===== src/rtl/comp_edge_filter.sv =====
// Per-pixel comparator edge qualifier: synchroniser, glitch filter, polarity select,
// channel mask and one-shot-per-conversion latching with an all-done flag.
module comp_edge_filter #(
  parameter int NUM_PIXELS  = 5,
  parameter int SYNC_STAGES = 2,
  parameter int FILTER_LEN  = 2
) (
  input  logic                  clk,
  input  logic                  reset,
  input  logic                  arm,
  input  logic [1:0]            mode,
  input  logic [NUM_PIXELS-1:0] mask,
  input  logic [NUM_PIXELS-1:0] comp,
  output logic [NUM_PIXELS-1:0] enable,
  output logic [NUM_PIXELS-1:0] fired,
  output logic                  all_fired
);

  localparam int CW = (FILTER_LEN > 1) ? $clog2(FILTER_LEN) : 1;
  localparam logic [CW-1:0] CNT_MAX = CW'(FILTER_LEN - 1);

  typedef enum logic [1:0] {
    MODE_RISE    = 2'b00,
    MODE_FALL    = 2'b01,
    MODE_BOTH    = 2'b10,
    MODE_DISABLE = 2'b11
  } mode_e;

  logic [NUM_PIXELS-1:0] sync_q [SYNC_STAGES];
  logic [NUM_PIXELS-1:0] sync_d [SYNC_STAGES];
  logic [NUM_PIXELS-1:0] sync_out;

  logic [NUM_PIXELS-1:0] filt_q, filt_d;
  logic [CW-1:0]         cnt_q [NUM_PIXELS];
  logic [CW-1:0]         cnt_d [NUM_PIXELS];
  logic [NUM_PIXELS-1:0] level_chg;
  logic [NUM_PIXELS-1:0] edge_match;
  logic [NUM_PIXELS-1:0] qualified;

  logic [NUM_PIXELS-1:0] enable_q, enable_d;
  logic [NUM_PIXELS-1:0] fired_q, fired_d;
  logic                  all_fired_q, all_fired_d;

  always_comb begin
    sync_d[0] = comp;
    for (int s = 1; s < SYNC_STAGES; s++) begin
      sync_d[s] = sync_q[s-1];
    end
  end

  assign sync_out = sync_q[SYNC_STAGES-1];

  // A new level is accepted only after FILTER_LEN consecutive disagreeing samples.
  always_comb begin
    filt_d    = filt_q;
    level_chg = '0;
    for (int i = 0; i < NUM_PIXELS; i++) begin
      cnt_d[i] = '0;
      if (sync_out[i] != filt_q[i]) begin
        if (cnt_q[i] == CNT_MAX) begin
          filt_d[i]    = sync_out[i];
          level_chg[i] = 1'b1;
        end else begin
          cnt_d[i] = cnt_q[i] + CW'(1);
        end
      end
    end
  end

  always_comb begin
    edge_match = '0;
    case (mode_e'(mode))
      MODE_RISE:    edge_match = level_chg & sync_out;
      MODE_FALL:    edge_match = level_chg & ~sync_out;
      MODE_BOTH:    edge_match = level_chg;
      MODE_DISABLE: edge_match = '0;
      default:      edge_match = '0;
    endcase

    // arm wins over a coincident edge, so that edge belongs to neither conversion
    qualified   = edge_match & mask & ~fired_q & {NUM_PIXELS{~arm}};
    enable_d    = qualified;
    fired_d     = arm ? '0 : (fired_q | qualified);
    all_fired_d = (mask != '0) && (&(fired_d | ~mask));
  end

  always_ff @(posedge clk) begin
    if (reset) begin
      for (int s = 0; s < SYNC_STAGES; s++) begin
        sync_q[s] <= '0;
      end
      for (int i = 0; i < NUM_PIXELS; i++) begin
        cnt_q[i] <= '0;
      end
      filt_q      <= '0;
      enable_q    <= '0;
      fired_q     <= '0;
      all_fired_q <= 1'b0;
    end else begin
      for (int s = 0; s < SYNC_STAGES; s++) begin
        sync_q[s] <= sync_d[s];
      end
      for (int i = 0; i < NUM_PIXELS; i++) begin
        cnt_q[i] <= cnt_d[i];
      end
      filt_q      <= filt_d;
      enable_q    <= enable_d;
      fired_q     <= fired_d;
      all_fired_q <= all_fired_d;
    end
  end

  assign enable    = enable_q;
  assign fired     = fired_q;
  assign all_fired = all_fired_q;

endmodule


===== config.mk =====
export PLATFORM = sky130hd
export DESIGN_NAME = comp_edge_filter
export DESIGN_NICKNAME = d
export VERILOG_FILES = /design/src/rtl/comp_edge_filter.sv
export SDC_FILE = /design/constraint.sdc
export NUM_CORES = 1
export LEC_CHECK = 0
export CAP_MARGIN = 30
export CORE_MARGIN = 2
export CORE_UTILIZATION = 45
export CTS_BUF_LIST = sky130_fd_sc_hd__clkbuf_4
export DETAILED_ROUTE_END_ITERATION = 16
export PLACE_DENSITY = 0.73
export SLEW_MARGIN = 0
export SYNTH_ARGS = -nofsm -noshare
export SYNTH_HDL_FRONTEND = slang
export SYNTH_SLANG_ARGS = --single-unit

===== constraint.sdc =====
create_clock -name clk -period 1.6 [get_ports clk]
set_clock_uncertainty 0.15 [all_clocks]
set_input_delay 0.16 -clock clk [delete_from_list [all_inputs] [get_ports clk]]
set_output_delay 0.16 -clock clk [all_outputs]
set_load 0.01 [all_outputs]

## Yosys cells after proc, flatten, opt, wreduce, memory -nomap -nowiden

Memories as Yosys holds them, arrays and structs flattened.
Cells that the tools add are included.

| storage, ports and cells | value |
|---|---|
| logic and storage cells | 82 |
| memories | 2 |
| input port bits | 15 |
| output and inout bits | 11 |
| flip-flop bits (word level) | 16 |
| bits in writable memories | 15 |

Memory list:

| memory | words | width | rd ports | clocked after memory_dff | write ports | RTL line | RTL |
|---|---|---|---|---|---|---|---|
| sync_q | 2 | 5 | 2 | 0 | 2 | 29 | `logic [NUM_PIXELS-1:0] sync_q [SYNC_STAGES];` |
| cnt_q | 5 | 1 | 5 | 0 | 5 | 34 | `logic [CW-1:0] cnt_q [NUM_PIXELS];` |

| cells by class | value |
|---|---|
| bitwise gates (word level) | 18 |
| add/sub/neg operators | 5 |
| reduce and logical (&&, ||, !) cells | 9 |
| mux-type cells | 32 |
| equal/unequal tests | 8 |

Operator list:

| cell | count |
|---|---|
| $mux 1 | 28 |
| $and 5x5->5 | 5 |
| $pmux 5 s4 | 1 |
| $mux 5 | 3 |
| $not 5->5 | 3 |
| $or 5x5->5 | 2 |
| $reduce_and 2->1 | 5 |
| $or 1x1->1 | 7 |
| $add 1x1->1 const B | 5 |
| $ne 1x1->1 | 5 |
| $reduce_and 5->1 | 1 |
| $reduce_bool 5->1 | 1 |
| $eq 2x2->1 const B | 2 |
| $eq 2x1->1 const B | 1 |
| $logic_not 2->1 | 1 |
| $logic_and 1x1->1 | 1 |
| $not 1->1 | 1 |

## Depth between registers and ports, before layout

| logic depth | value |
|---|---|
| depth after elaboration | 12 |
| gate-level depth with buffers | 6 |
| depth with buffers taken out | 5 |

## Worst setup path after synthesis

Ideal clock, no wire load.

| timing | value |
|---|---|
| path kind | register to register |
| from | mem sync_q[1][3] (netlist: sync_q[0][8]) |
| to | reg all_fired_q (netlist: all_fired) |
| arrival time | 1.100 ns |
| clock period less this slack | 1.337 ns |
| library setup time | 0.088 ns |
| buffers on the path | 0 |
| setup slack | 0.263 ns |
| cell stages (with the launch flop) | 6 |
| data required time | 1.362 ns |
| cell sequence | dfxtp_1 -> nor3b_1 -> a31oi_1 -> nor3b_2 -> o21ai_1 -> nor4_2 |

RTL lines:

| element | RTL line | RTL |
|---|---|---|
| start: declaration | 29 |  |
| end signal: assignment | 109 | `all_fired_q <= all_fired_d;` |
| end: declaration | 42 | `logic all_fired_q, all_fired_d;` |

## Final worst setup path

| timing | value |
|---|---|
| from | reg fired_q[0] (netlist: fired[0]) |
| to | out fired[0] |

RTL lines:

| element | RTL line | RTL |
|---|---|---|
| start: declaration | 41 | `logic [NUM_PIXELS-1:0] fired_q, fired_d;` |
| start signal: assignment | 108 | `fired_q <= fired_d;` |
| end: declaration | 15 | `output logic [NUM_PIXELS-1:0] fired,` |

No word-level cell between the ends.

==> results_dict.tcl <==
set metrics [dict create \
    final.period_utilization_pct 95.86 \
    synth_top_family_by_area "simple AND/OR/NAND/NOR gates" \
    cts.sinks 31 \
    cp_slowest_cell "clkdlybuf4s50_1" \
    die_w_um 54.93 \
    cp.depth 1 \
    dieArea_um2 3017 \
    crit_family "buffers and inverters" \
    fin_nets 171 \
    status "finished, final reports clean" \
    dp_hpwl_mm 1.593 \
    grt_pass1_vias 862 \
    grt_pass1_wl_mm 3.498 \
    criticalPathCategory "reg -> out" \
    clkLatencyLatePin_ns 0.33 \
    wl_mm 2.118 \
    min_period_ns 1.534 \
    fp.coreArea_um2 2477 \
    synth_xor_area_share_pct 4.394 \
    met1Wirelength_um 904 \
    io_buffers 25 \
    die_y_um 54.93 \
    synth-simple-area-share_pct 23.69 \
    worst_pin_slew_ns 0.2883 \
    synth_compound_area_share_pct 9.539 \
    power_frac_comb_pct 8.7 \
    ys_top_cells_by_area "dfxtp_1 53%, nor2b_1 5.9%, mux2i_1 4.3%, nor3b_2 3.2%, nor3_1 3.0%" \
    critPathLaunchType "flip-flop" \
    critical-path-max-stage-delay_ns 0.54 \
    slew_headroom_pct 80.61 \
    p_switching_mw 0.3075 \
    worstReg2RegStart "filt_q[3]" \
    yosysSeqAreaShare_pct 53.16 \
    antenna_found_initial 0 \
    worstSetupEndpointType "primary output" \
    wl_met2_mm 1.015 \
    yosysTopAreaCell "dfxtp_1" \
    rrSetupSlack_ns 0.17 \
    irDropWorstVdd_uv 626.1 \
    num_rows 18 \
    p_sw_share_pct 22.86 \
    cts_tree "done" \
    cts_root_buffer "clkbuf_4" \
    clk_pin_slew_worst_paths_ns 0.09 \
    drive_gt1_share_pct 15.92 \
    setup_violations 0 \
    avgSynthCellArea_um2 9.893 \
    critPathArrivalTime_ns 1.22 \
    io_pins 26 \
    rsz0062_at_grt "no" \
    fin_cells 187 \
    gp_congestion 0.7412 \
    p_per_area_nw_per_um2 849.9 \
    fmax_mhz 652.0 \
    grt_max_degree 23 \
    post-cts-setup-buffer-count 0 \
    cp-endpoint "fired[0]" \
    whs_ns 0.2232 \
    n_antenna_cell 0 \
    postLayoutCoreUtil_pct 63.89 \
    netlist_area_um2 1167 \
    overflow 0 \
    startpoint "fired[0]" \
    synthCells 118 \
    cts_hold_buf 0 \
    final_antenna_net_count 0 \
    viasPerCell 4.941 \
    synth-seq-cells 31 \
    start_util_pct 47.12 \
    crit_required_ns 1.29 \
    synth_top_area_share_pct 53.16 \
    vias 924 \
    first_pass_iters 4 \
    cap_viol_max_count 0 \
    p_leak_nw 0.6258 \
    avgRoutedWirePerCell_um 11.33 \
    cp.buffers_inverters 1 \
    clkPwrFrac_pct 31.9 \
    synthToLayoutAreaGrowth_pct 35.58 \
    routed.top_layer "met4" \
    muxShareOfSynthArea_pct 4.287 \
    syn_nets 133 \
    p_int_mw 1.038 \
    r2r-end "all_fired" \
    drc_errors 0 \
    r2r_cells 5 \
    synthAdderAreaFrac_pct 0 \
    drtIter0Drc 13 \
    wl_met3_um 145 \
    yosys_warnings 0 \
    finalHoldViolCount 0 \
    clockBufferDepth 2 \
    cp_cell_sequence "clkdlybuf4s50_1" \
    cts-buffers-inserted 5 \
    synthDistinctLibCells 28 \
    cp_max_fo 3 \
    htree_levels 2 \
    slew_viol_final 0 \
    place_inst 179 \
    grt.total_usage_pct 17.53 \
    min_path_type "in -> reg" \
    pwr-share-seq_pct 59.4 \
]
==> cells by family (layout without fill, tap and decap cells) <==
group | count (synthesis) | in the layout
AO/OA/AOI/OAI | 19 | 19
buffers and inverters | 13 | 52
flip-flops | 31 | 31
AND/OR/NAND/NOR | 45 | 45
XOR/XNOR | 5 | 5
multiplexers | 5 | 5
==> cell usage in the layout (no fill, tap or decap) <==
master	n
a211oi_1	2
a21oi_1	5
a221oi_1	1
a31oi_1	3
and3_1	1
and3b_1	1
buf_4	10
clkbuf_4	6
clkdlybuf4s50_1	20
clkinv_1	2
dfxtp_1	30
dfxtp_2	1
dlymetal6s2s_1	5
inv_1	9
mux2i_1	5
nand2_1	4
nand2b_1	4
nand4_1	1
nor2_1	7
nor2b_1	11
nor3_1	7
nor3b_1	1
nor3b_2	5
nor4_1	1
nor4_2	1
o21ai_0	4
o21ai_1	1
o22ai_1	3
or2_2	1
xnor2_1	4
xor2_2	1
==> registers in the layout (all words and copies together) (netlist names) <==
name / cells
enable: 5
filt_q: 5
all_fired: 1
fired: 5
sync_q: 10
cnt_q: 5
==> metal layers <==
layer	vias to the layer above	track usage (%)
met5	-	0
met4	0	10.98
met3	5	8.065
met2	26	29.17
met1	417	17.71
li1	476	-
==> worst min-delay path by stage <==
stage	start	endpoint	slack (ns)	depth (start not counted)
3_3_place_gp	sync_q[0][2]	sync_q[0][7]	0.27	1
3_5_place_dp	sync_q[0][1]	sync_q[0][6]	0.28	1
2_1_floorplan	reset	sync_q[0][0]	0.08	1
5_1_grt	comp[2]	sync_q[0][2]	0.22	2
4_1_cts	comp[4]	sync_q[0][4]	0.21	2
6_report	comp[4]	sync_q[0][4]	0.22	2
==> worst reg2reg max path: stages (launching register included) <==
cell	delay (ns)
dfxtp_1	0.36
nor3b_2	0.19
a31oi_1	0.07
nor3b_2	0.22
o21ai_1	0.11
nor4_2	0.25
==> power groups by stage <==
stage                     registers, mW  clock network (mW)  logic [mW]
after CTS                         0.798               0.447       0.119
after detailed placement          0.816                   0       0.118
after global routing              0.802               0.478       0.129
after floorplan                   0.814                   0      0.0553
after global placement            0.815                   0       0.116
final                             0.798               0.429       0.118
==> synthesized netlist by cell type <==
cell,instances
nor3_1,7
o21ai_1,1
clkbuf_1,2
nor4_1,1
nor3b_2,3
xor2_2,1
a221oi_1,1
and3b_1,1
mux2i_1,5
o21ai_0,4
nand2b_1,4
nand2_1,4
or2_2,1
buf_6,1
nor4_2,1
a31oi_1,3
nor3b_1,3
nor2_1,7
a21oi_1,5
nor2b_1,11
o22ai_1,3
buf_2,1
dfxtp_1,31
nand4_1,1
and3_1,1
inv_1,9
xnor2_1,4
a211oi_1,2
==> final cells by class <==
type | count | area [µm²]
timing repair buffer | 35 | 337.8
sequential | 31 | 621.8
tap | 30 | 37.54
fill | 209 | 894.6
clock buffer | 6 | 45.04
multi-input combinational | 74 | 499.2
clock inverter | 2 | 7.507
inverter | 9 | 33.78
==> stage by stage <==
step / setup slack, ns / total power, mW / cell area, µm² / TNS, ns
2_1_floorplan: 0.2626 / 0.8692 / 1167 / 0
3_3_place_gp: -0.2347 / 0.9316 / 1506 / -1.338
3_5_place_dp: -0.2782 / 0.9348 / 1506 / -1.610
4_1_cts: 0.02285 / 1.364 / 1559 / 0
5_1_grt: 0.001722 / 1.408 / 1583 / 0
6_report: 0.06621 / 1.345 / 1583 / 0
==> what timing repair did <==
action	4_1_cts	5_1_grt
endpoints found under the hold margin	0	0
resized for setup	0	8
setup endpoints to repair	0	4
No activity file was read; power rests on OpenSTA's default activity.
